==> src/rtl/tmr_scrub_ctrl_pkg.sv <==
// Shared types for the TMR scrubbing controller: FSM states, replica index
// and the one-hot load-strobe helper.
package tmr_pkg;

    typedef enum logic [1:0] {
        MONITOR = 2'd0,
        RESYNC  = 2'd1,
        NOMAJ   = 2'd2,
        FAIL    = 2'd3
    } tmr_state_e;

    typedef logic [1:0] replica_idx_t;

    function automatic logic [2:0] onehot(input replica_idx_t idx);
        onehot = 3'b001 << idx;
    endfunction

endpackage

==> src/rtl/tmr_scrub_ctrl_if.sv <==
// Bundle between the three replica counters / system side and the scrubber.
// The slave modport is the controller's view; master is the surrounding system.
interface tmr_scrub_if #(
    parameter int WIDTH     = 8,
    parameter int ERR_CNT_W = 4
);
    logic                   enable;
    logic [WIDTH-1:0]       q1;
    logic [WIDTH-1:0]       q2;
    logic [WIDTH-1:0]       q3;
    logic                   cnt_en;
    logic [2:0]             load_en;
    logic [WIDTH-1:0]       load_val;
    logic [WIDTH-1:0]       q_out;
    logic                   err_pulse;
    logic                   fail;
    logic [3*ERR_CNT_W-1:0] fault_cnt;
    logic [1:0]             state;

    modport master (
        output enable, q1, q2, q3,
        input  cnt_en, load_en, load_val, q_out, err_pulse, fail, fault_cnt, state
    );

    modport slave (
        input  enable, q1, q2, q3,
        output cnt_en, load_en, load_val, q_out, err_pulse, fail, fault_cnt, state
    );
endinterface

==> src/rtl/tmr_scrub_ctrl_majority_voter.sv <==
// Purely combinational 2-of-3 voter: majority value, agreement flags and
// the index of the single disagreeing replica (0 = q1).
module tmr_majority_voter
    import tmr_pkg::*;
#(
    parameter int WIDTH = 8
) (
    input  logic [WIDTH-1:0] i_q1,
    input  logic [WIDTH-1:0] i_q2,
    input  logic [WIDTH-1:0] i_q3,
    output logic [WIDTH-1:0] o_maj,
    output logic             o_all_eq,
    output logic             o_no_maj,
    output replica_idx_t     o_odd_idx
);

    logic w_eq12;
    logic w_eq13;
    logic w_eq23;

    assign w_eq12   = (i_q1 == i_q2);
    assign w_eq13   = (i_q1 == i_q3);
    assign w_eq23   = (i_q2 == i_q3);
    assign o_all_eq = w_eq12 && w_eq13;
    assign o_no_maj = !(w_eq12 || w_eq13 || w_eq23);

    // odd_idx only carries meaning when exactly one replica disagrees
    always_comb begin
        o_maj     = i_q1;
        o_odd_idx = 2'd0;
        if (w_eq12 && w_eq13) begin
            o_maj     = i_q1;
            o_odd_idx = 2'd0;
        end else if (w_eq12) begin
            o_maj     = i_q1;
            o_odd_idx = 2'd2;
        end else if (w_eq13) begin
            o_maj     = i_q1;
            o_odd_idx = 2'd1;
        end else if (w_eq23) begin
            o_maj     = i_q2;
            o_odd_idx = 2'd0;
        end
    end

endmodule

==> src/rtl/tmr_scrub_ctrl.sv <==
// Scrubbing controller for a triplicated counter: votes the replicas, reloads a
// single stray replica, counts faults and latches a sticky failure.
module tmr_scrub_ctrl
    import tmr_pkg::*;
#(
    parameter int WIDTH      = 8,
    parameter int ERR_CNT_W  = 4,
    parameter int FAIL_LIMIT = 3
) (
    input  logic        clk,
    input  logic        rst,
    tmr_scrub_if.slave  bus
);

    localparam logic [1:0] ST_MONITOR = MONITOR;
    localparam logic [1:0] ST_RESYNC  = RESYNC;
    localparam logic [1:0] ST_NOMAJ   = NOMAJ;
    localparam logic [1:0] ST_FAIL    = FAIL;

    localparam int                   NMW         = $clog2(FAIL_LIMIT + 1);
    localparam logic [NMW-1:0]       NOMAJ_LIMIT = NMW'(FAIL_LIMIT);
    localparam logic [ERR_CNT_W-1:0] ERR_MAX     = '1;

    logic [1:0]           r_state;
    replica_idx_t         r_sel;
    logic [NMW-1:0]       r_nomaj_cnt;
    logic [ERR_CNT_W-1:0] r_fault_cnt [3];
    logic [WIDTH-1:0]     r_q_out;
    logic                 r_fail;

    logic [WIDTH-1:0]     w_maj;
    logic                 w_all_eq;
    logic                 w_no_maj;
    replica_idx_t         w_odd_idx;

    logic [1:0]           w_next_state;
    replica_idx_t         w_next_sel;
    logic [NMW-1:0]       w_next_nomaj;
    logic                 w_fault_inc;
    logic                 w_cnt_en;
    logic [2:0]           w_load_en;
    logic                 w_err_pulse;

    tmr_majority_voter #(.WIDTH(WIDTH)) u_voter (
        .i_q1      (bus.q1),
        .i_q2      (bus.q2),
        .i_q3      (bus.q3),
        .o_maj     (w_maj),
        .o_all_eq  (w_all_eq),
        .o_no_maj  (w_no_maj),
        .o_odd_idx (w_odd_idx)
    );

    always_comb begin
        w_next_state = r_state;
        w_next_sel   = r_sel;
        w_next_nomaj = r_nomaj_cnt;
        w_fault_inc  = 1'b0;
        w_cnt_en     = 1'b0;
        w_load_en    = 3'b000;
        w_err_pulse  = 1'b0;
        case (r_state)
            ST_MONITOR: begin
                w_cnt_en = bus.enable;
                if (w_no_maj) begin
                    w_next_state = ST_NOMAJ;
                    w_next_nomaj = NMW'(1);
                    w_err_pulse  = 1'b1;
                end else if (!w_all_eq) begin
                    w_next_state = ST_RESYNC;
                    w_next_sel   = w_odd_idx;
                    w_fault_inc  = 1'b1;
                    w_err_pulse  = 1'b1;
                end
            end
            // Good replicas are frozen here, so the live majority is the reload value
            ST_RESYNC: begin
                if (w_no_maj) begin
                    w_next_state = ST_NOMAJ;
                    w_next_nomaj = NMW'(1);
                    w_err_pulse  = 1'b1;
                end else begin
                    w_load_en    = onehot(r_sel);
                    w_next_state = ST_MONITOR;
                end
            end
            ST_NOMAJ: begin
                if (w_all_eq) begin
                    w_next_state = ST_MONITOR;
                end else if (!w_no_maj) begin
                    w_next_state = ST_RESYNC;
                    w_next_sel   = w_odd_idx;
                    w_fault_inc  = 1'b1;
                    w_err_pulse  = 1'b1;
                end else if (r_nomaj_cnt >= NOMAJ_LIMIT) begin
                    w_next_state = ST_FAIL;
                end else begin
                    w_next_nomaj = r_nomaj_cnt + 1'b1;
                end
            end
            default: begin
            end
        endcase
        if (rst) begin
            w_cnt_en    = 1'b0;
            w_load_en   = 3'b000;
            w_err_pulse = 1'b0;
        end
    end

    always_ff @(posedge clk) begin
        if (rst) begin
            r_state     <= ST_MONITOR;
            r_sel       <= '0;
            r_nomaj_cnt <= '0;
            r_q_out     <= '0;
            r_fail      <= 1'b0;
            for (int i = 0; i < 3; i++) begin
                r_fault_cnt[i] <= '0;
            end
        end else begin
            r_state     <= w_next_state;
            r_sel       <= w_next_sel;
            r_nomaj_cnt <= w_next_nomaj;
            if (w_next_state == ST_FAIL) begin
                r_fail <= 1'b1;
            end
            if (r_state != ST_FAIL && !w_no_maj) begin
                r_q_out <= w_maj;
            end
            for (int i = 0; i < 3; i++) begin
                if (w_fault_inc && w_next_sel == 2'(i) && r_fault_cnt[i] != ERR_MAX) begin
                    r_fault_cnt[i] <= r_fault_cnt[i] + 1'b1;
                end
            end
        end
    end

    assign bus.cnt_en    = w_cnt_en;
    assign bus.load_en   = w_load_en;
    assign bus.load_val  = w_maj;
    assign bus.err_pulse = w_err_pulse;
    assign bus.q_out     = r_q_out;
    assign bus.fail      = r_fail;
    assign bus.state     = r_state;
    assign bus.fault_cnt = {r_fault_cnt[2], r_fault_cnt[1], r_fault_cnt[0]};

endmodule
==> src/flat_wrapper.sv <==
// flat-port wrapper written by rule: the top's interface ports become plain ports
module tmr_scrub_ctrl_flat import tmr_pkg::*;
#(
    parameter int WIDTH      = 8,
    parameter int ERR_CNT_W  = 4,
    parameter int FAIL_LIMIT = 3
)
  (clk, rst, bus_enable, bus_q1, bus_q2, bus_q3, bus_cnt_en, bus_load_en, bus_load_val, bus_q_out, bus_err_pulse, bus_fail, bus_fault_cnt, bus_state);
  tmr_scrub_if #(.WIDTH(WIDTH), .ERR_CNT_W(ERR_CNT_W)) bus_i ();
  input  logic clk;
  input  logic rst;
  input wire logic [$bits(bus_i.enable)-1:0] bus_enable;
  input wire logic [$bits(bus_i.q1)-1:0] bus_q1;
  input wire logic [$bits(bus_i.q2)-1:0] bus_q2;
  input wire logic [$bits(bus_i.q3)-1:0] bus_q3;
  output wire logic [$bits(bus_i.cnt_en)-1:0] bus_cnt_en;
  output wire logic [$bits(bus_i.load_en)-1:0] bus_load_en;
  output wire logic [$bits(bus_i.load_val)-1:0] bus_load_val;
  output wire logic [$bits(bus_i.q_out)-1:0] bus_q_out;
  output wire logic [$bits(bus_i.err_pulse)-1:0] bus_err_pulse;
  output wire logic [$bits(bus_i.fail)-1:0] bus_fail;
  output wire logic [$bits(bus_i.fault_cnt)-1:0] bus_fault_cnt;
  output wire logic [$bits(bus_i.state)-1:0] bus_state;
  assign bus_i.enable = bus_enable;
  assign bus_i.q1 = bus_q1;
  assign bus_i.q2 = bus_q2;
  assign bus_i.q3 = bus_q3;
  assign bus_cnt_en = bus_i.cnt_en;
  assign bus_load_en = bus_i.load_en;
  assign bus_load_val = bus_i.load_val;
  assign bus_q_out = bus_i.q_out;
  assign bus_err_pulse = bus_i.err_pulse;
  assign bus_fail = bus_i.fail;
  assign bus_fault_cnt = bus_i.fault_cnt;
  assign bus_state = bus_i.state;
  tmr_scrub_ctrl #(.WIDTH(WIDTH), .ERR_CNT_W(ERR_CNT_W), .FAIL_LIMIT(FAIL_LIMIT)) u_core (.clk(clk), .rst(rst), .bus(bus_i));
endmodule
==> config.mk <==
export PLATFORM = sky130hd
export DESIGN_NAME = tmr_scrub_ctrl_flat
export DESIGN_NICKNAME = d
export VERILOG_FILES = /design/src/rtl/tmr_scrub_ctrl_pkg.sv /design/src/rtl/tmr_scrub_ctrl_if.sv /design/src/rtl/tmr_scrub_ctrl_majority_voter.sv /design/src/rtl/tmr_scrub_ctrl.sv /design/src/flat_wrapper.sv
export SDC_FILE = /design/constraint.sdc
export NUM_CORES = 1
export LEC_CHECK = 0
export ABC_AREA = 1
export CAP_MARGIN = 5
export CORE_ASPECT_RATIO = 1.4
export CORE_UTILIZATION = 40
export DETAILED_ROUTE_END_ITERATION = 8
export GPL_TIMING_DRIVEN = 0
export PLACE_DENSITY_LB_ADDON = 0.05
export SLEW_MARGIN = 5
export SYNTH_ARGS = -nofsm -noshare
export SYNTH_HDL_FRONTEND = slang
export SYNTH_HIERARCHICAL = 1
export SYNTH_SLANG_ARGS = --single-unit
==> constraint.sdc <==
create_clock -name clk -period 3.1 [get_ports clk]
set_input_delay 0.62 -clock clk [delete_from_list [all_inputs] [get_ports clk]]
set_output_delay 0.62 -clock clk [all_outputs]
set_load 0.01 [all_outputs]
==> flow_metrics.tcl, run 1 <==
set metrics [dict create \
    status "finished, final reports clean" \
    powerDensity_mw_per_mm2 292 \
    drv_cap 0 \
    numClockSinks 27 \
    worst-setup-path-type "in2out" \
    rsz0062_at_grt "yes" \
    stdcell_area_mm2 0.00274 \
    hold_viol 0 \
    first_global_vias 1707 \
    area_growth_syn_to_layout_pct 46.0 \
    cts_tree "done" \
    path_depth 11 \
    syn_nets 313 \
    yosysWarnings 6 \
    vias 1959 \
    critPathCapture "bus_err_pulse" \
    reg2reg_to "u_core/r_fault_cnt[0][2]$_SDFFCE_PN0P_" \
    synthesis.area_mm2 0.00188 \
    synth_xor_area_share_pct 9.79 \
    critPathArrivalTime_ns 2.42 \
    irDropWorstVdd_mv 0.151 \
    fin_crit_ns 3.04 \
    initial_core_util_pct 41.4 \
    setup.worst_path.start "bus_q3[1]" \
    worstSetupEndpointType "output port" \
    setup_viol 0 \
    grt_use_met2_pct 34.5 \
    power.total_uw 802 \
    synth-compound-area-share_pct 5.19 \
    fp-row-count 29 \
    relSlewSlack_pct 65.5 \
    route.detailed.drc 0 \
    antenna_found_initial 0 \
    avgSynthCellArea_um2 6.66 \
    viasPerCell 4.72 \
    cpMaxStageDelayCell "clkdlybuf4s50_1" \
    detail_route.first_pass.iterations 5 \
    rrSetupSlack_ns 1.42 \
    leakage_nw 1.37 \
    die_w_um 59.9 \
    postPlaceCellArea_mm2 0.00257 \
    diodes 0 \
    dieArea_mm2 0.00498 \
    drt-total-wl_mm 4.49 \
    drive_above_1_share_pct 8.78 \
    slowest_delay_ns 0.55 \
    synthAdderAreaFrac_pct 2.66 \
    report.final.slew_viol_count 0 \
    seq_area_frac_synth_pct 35.2 \
    start_kind "input port" \
    synthMuxAreaShare_pct 0 \
    postRouteAntennaNets 0 \
    nNetsFinal 385 \
    crit_required_ns 2.48 \
    wl_per_cell_um 10.8 \
    htreeDepth 1 \
    fin_setup_tns_ns 0 \
    post-dp-hpwl_mm 3.60 \
    use_met3_pct 0.935 \
    skew_ns 0.00363 \
    crit_top_cell "nand2_1" \
    timing.fmax_mhz 329 \
    crit_chain "clkdlybuf4s50_1, nand2_1, nand2_1, nand2_1, nor2_2, nand2_1, nor2_1, nor2_4, nand3_2, o31ai_2, clkdlybuf4s15_2" \
    ys_ff_latch 27 \
    mostFrequentLayoutCell "nand2_1" \
    clkSlewWorstSetupHoldPaths_ns 0.09 \
    grt_usage_pct 18.5 \
    finalCritPeriodShare_pct 98.1 \
    numPortBuffers 61 \
    numCtsBuffers 3 \
    dp_slack_ns -0.587 \
    drt_iter0_drc 73 \
    pin_count 63 \
    yosysUniqueCellTypes 24 \
    synth_top_family_by_area "simple AND/OR/NAND/NOR gates" \
    tightest_slew_ns 0.513 \
    place_congestion 0.802 \
    grt_pass1_wl_mm 7.14 \
    hold_class "reg2reg" \
    synthTopCellsByArea "edfxtp_1, nand2_1, dfxtp_1" \
    crit_fanout 4 \
    yosysTopAreaCell "edfxtp_1" \
    overflow 0 \
    grt_start_max_net_pins 15 \
    setup_slack_ns 0.0581 \
    clkLatencyLatePin_ns 0.28 \
    layout_common_cells "nand2_1, nor2_1, clkdlybuf4s50_1" \
    clockRootBuffer "clkbuf_8" \
    globalRoute.busiestLayer "met2" \
    synth_top_area_share_pct 19.2 \
    clockBufferDepth 2 \
    reg2reg_from "u_core/r_fault_cnt[0][0]$_SDFFCE_PN0P_" \
    whs_ns 0.486 \
    yosys.area_share.simple_pct 39.3 \
    crit_family "simple AND/OR/NAND/NOR gates" \
    grt_use_met1_pct 21.0 \
    netlist_instances 282 \
    worst-path-buf-inv 2 \
    rr_worst_depth 4 \
    core_area_mm2 0.00454 \
    dieHeight_um 83.1 \
]
-- state kept, by name, summed over array words and instances (netlist names) --
register	flops
u_core/r_sel	2
u_core/r_fault_cnt	12
u_core/bus.fail	1
u_core/r_nomaj_cnt	2
u_core/bus.state	2
u_core/bus.q_out	8
-- per-stage QoR --
step,utilization [%],cells
final,60.5,415
after global routing,60.5,415
after CTS,58.8,410
after detailed placement,56.6,405
after global placement,56.6,405
after floorplan,-,282
-- synth_stat cells --
library cell   n
nand3b_1       1
xnor2_1       17
nand3_1       20
inv_1         34
nor3_1         2
nand3_2        2
nor2_1        51
nand4_1        2
and2_1         1
o21ai_0       10
nand2_4        1
buf_2          1
nand2_2        1
dfxtp_1       15
a21oi_1        8
nor2_2         1
o31ai_1        1
clkbuf_1       1
buf_6          1
ha_1           4
xor2_1         4
nor2_4         3
nand2_1       89
edfxtp_1      12
-- worst min-delay path by stage --
stage / startpoint / to / slack (ns) / depth (start not counted)
global placement: u_core/bus.q_out[7]$_SDFFE_PP0P_ / u_core/bus.q_out[7]$_SDFFE_PP0P_ / 0.46 / 2
CTS: u_core/bus.fail$_SDFFE_PP0N_ / u_core/bus.fail$_SDFFE_PP0N_ / 0.49 / 2
global route: u_core/bus.q_out[1]$_SDFFE_PP0P_ / u_core/bus.q_out[1]$_SDFFE_PP0P_ / 0.51 / 2
detailed placement: u_core/bus.q_out[1]$_SDFFE_PP0P_ / u_core/bus.q_out[1]$_SDFFE_PP0P_ / 0.48 / 2
floorplan: u_core/r_nomaj_cnt[1]$_SDFFE_PP0P_ / u_core/r_nomaj_cnt[1]$_SDFFE_PP0P_ / 0.46 / 2
finish: u_core/bus.fail$_SDFFE_PP0N_ / u_core/bus.fail$_SDFFE_PP0N_ / 0.49 / 2
-- cell families after synthesis --
| group | count (synthesis) |
|---|---|
| DFF | 27 |
| buffers and inverters | 37 |
| adders and majority gates | 4 |
| xor gates and xnor gates | 21 |
| and+or+nand+nor | 174 |
| AOI/OAI and AO/OA | 19 |
-- where the power goes --
group	internal (mW)	total (mW)	leakage, nW	switching, mW
clock network	0.0923	0.200	0.0228	0.107
logic	0.103	0.207	1.10	0.104
registers	0.384	0.395	0.246	0.0113
-- area by class of cell --
class,count,area [um^2]
fillers,462,1790
plain buffers,3,20.0
repair buffers,66,683
multi-input cells,219,1130
well taps,62,77.6
clock buffers,4,45.0
inverters,34,128
flip-flops and latches,27,661
-- metal layers --
layer / wire length (um) / vias up
met2: 2460 / 50
met1: 1830 / 878
met4: 74 / 0
met5: 0 / -
met3: 126 / 5
li1: - / 1026
-- worst reg2reg max path, cell delays in order, from the launching register on --
cell and delay, ns:
edfxtp_1 0.44, ha_1 0.26, nand3_1 0.11, nand3_1 0.09
o21ai_0 0.43
-- what timing repair did --
| item | 4_1_cts | 5_1_grt |
|---|---|---|
| setup endpoints to repair | 12 | 10 |
| hold buffers | 0 | 0 |
| resized for setup | 19 | 16 |
| gates cloned | 0 | 1 |
| setup buffers | 1 | 4 |
| pin swaps | 2 | 1 |
No activity file was read; power rests on OpenSTA's default activity.
==> inputs of run 2 (changes only) <==
--- a/config.mk
+++ b/config.mk
@@ -8,6 +8,7 @@
 export ABC_AREA = 1
 export CAP_MARGIN = 5
 export CORE_ASPECT_RATIO = 1.4
+export CORE_MARGIN = 2
 export CORE_UTILIZATION = 40
 export DETAILED_ROUTE_END_ITERATION = 8
 export GPL_TIMING_DRIVEN = 0
==> run 2 against run 1 <==
Compared with the run above:
- maximum frequency decreased by 1.7%
- final area increased by 1.6%
- via count decreased by 0.10%
- clock-buffer cell count decreased by 1
- power increased by 0.71%
- worst setup slack got worse by 0.052 ns
- core utilization increased by 0.99 points
- non-clock buffer count increased by 3
- sequential power about the same
- clock power about the same
- cell count increased by 0.96%
- critical endpoint is now bus_load_val[6]
- largest power group unchanged
==> flow_metrics.tcl, run 2 (synthesis results as in run 1) <==
set metrics [dict create \
    numCtsBuffers 3 \
    tightest_slew_ns 0.511 \
    drive_above_1_share_pct 11.2 \
    critPathArrivalTime_ns 2.47 \
    die_w_um 61.9 \
    largest_register "u_core/r_fault_cnt" \
    setup.worst_path.start "bus_q3[7]" \
    leakage_nw 1.44 \
    postPlaceCellArea_mm2 0.00257 \
    largest_register_ffs 12 \
    first_global_vias 1746 \
    cpMaxStageDelayCell "clkdlybuf4s50_1" \
    crit_fanout 4 \
    drv_cap 0 \
    clkLatencyLatePin_ns 0.27 \
    clockRootBuffer "clkbuf_8" \
    drt-total-wl_mm 4.58 \
    post-dp-hpwl_mm 3.61 \
    core_area_mm2 0.00454 \
    power.total_uw 808 \
    pin_count 63 \
    powerDensity_mw_per_mm2 290 \
    mostFrequentLayoutCell "nand2_1" \
    worstSetupEndpointType "output port" \
    grt_pass1_wl_mm 7.21 \
    diodes 0 \
    cts_tree "done" \
    relSlewSlack_pct 65.6 \
    crit_required_ns 2.48 \
    viasPerCell 4.67 \
    route.detailed.drc 0 \
    fillCellCount 455 \
    timing.fmax_mhz 323 \
    overflow 0 \
    stdcell_area_mm2 0.00279 \
    clockBufferDepth 2 \
    regArea_um2 661 \
    worst-setup-path-type "in2out" \
    vias 1957 \
    place_congestion 0.797 \
    numClockSinks 27 \
    fp-row-count 29 \
    setup_viol 0 \
    dieHeight_um 85.1 \
    wl_per_cell_um 10.9 \
    hold_class "reg2reg" \
    htreeDepth 1 \
    area_growth_syn_to_layout_pct 48.4 \
    detail_route.first_pass.iterations 4 \
    postRouteAntennaNets 0 \
    dieArea_mm2 0.00527 \
    layout_common_cells "nand2_1, nor2_1, clkdlybuf4s50_1" \
    whs_ns 0.491 \
    slowest_delay_ns 0.54 \
    multi_input_area_mm2 0.00116 \
    nNetsFinal 389 \
    grt_start_max_net_pins 16 \
    start_kind "input port" \
    rsz0062_at_grt "yes" \
    grt_usage_pct 17.9 \
    status "finished, final reports clean" \
    drt_iter0_drc 56 \
    crit_chain "clkdlybuf4s50_1, inv_1, nand2_1, nand4_1, nor2_2, nand3_1, nand2_1, clkdlybuf4s50_1" \
    numPortBuffers 61 \
    clkSlewWorstSetupHoldPaths_ns 0.09 \
    finalCritPeriodShare_pct 99.8 \
    skew_ns 0.00294 \
    irDropWorstVdd_mv 0.153 \
    reg2reg_from "u_core/r_fault_cnt[0][0]$_SDFFCE_PN0P_" \
    antenna_found_initial 0 \
    initial_core_util_pct 41.4 \
    fin_crit_ns 3.09 \
    report.final.slew_viol_count 0 \
    hold_viol 0 \
    hp-start "u_core/bus.fail$_SDFFE_PP0N_" \
]
-- run 2: final cells by class --
| cell class | instances | area share [%] |
|---|---|---|
| inverters | 34 | 4.58 |
| well taps | 62 | 2.78 |
| clock inverters | 1 | 0.179 |
| clock buffers | 3 | 1.48 |
| repair buffers | 69 | 25.1 |
| multi-input cells | 220 | 41.5 |
| plain buffers | 3 | 0.718 |
| flip-flops and latches | 27 | 23.7 |
-- run 2: path summary, 6_finish.rpt --
kind	to	slack, ns	cells after the start
worst max-delay path	bus_load_val[6]	0.006	8
worst min-delay path	u_core/bus.fail$_SDFFE_PP0N_	0.49	2
worst max register to register	u_core/r_fault_cnt[0][2]$_SDFFCE_PN0P_	1.43	4
worst min register to register	u_core/bus.fail$_SDFFE_PP0N_	0.49	2
-- run 2: metrics by stage --
stage / util, % / worst slack, ns / TNS, ns / std cells
3_5_place_dp: 56.6 / -0.609 / -2.14 / 405
6_report: 61.5 / 0.00573 / 0 / 419
3_3_place_gp: 56.6 / -0.589 / -1.85 / 405
5_1_grt: 61.5 / -0.0502 / -0.201 / 419
4_1_cts: 58.5 / 0.00447 / 0 / 410
2_1_floorplan: - / 0.731 / 0 / 282
-- run 2: power by group --
part           internal, mW  total [mW]  switching [mW]  leakage (nW)
Sequential            0.384       0.395          0.0113         0.246
Clock                0.0902       0.198           0.108        0.0255
Combinational         0.106       0.214           0.109          1.17
-- run 2: routing by layer --
metal | vias to the layer above | wire length, um | GRT usage, %
li1 | 1038 | - | -
met1 | 858 | 1790 | 19.6
met2 | 49 | 2460 | 32.2
met3 | 12 | 152 | 1.68
met4 | 0 | 171 | 9.28
met5 | - | 0 | 0
-- run 2: worst max-delay path, delay by kind of cell --
family / cells / cell delay (ns)
AND/OR/NAND/NOR: 5 / 0.76
buffers and inverters: 3 / 1.10
-- run 2: what timing repair did --
item	CTS	global route
hold buffers	0	0
pin swaps	4	11
setup buffers	0	8
cloned	1	1
gates resized for setup	20	24
setup endpoints to repair	12	10
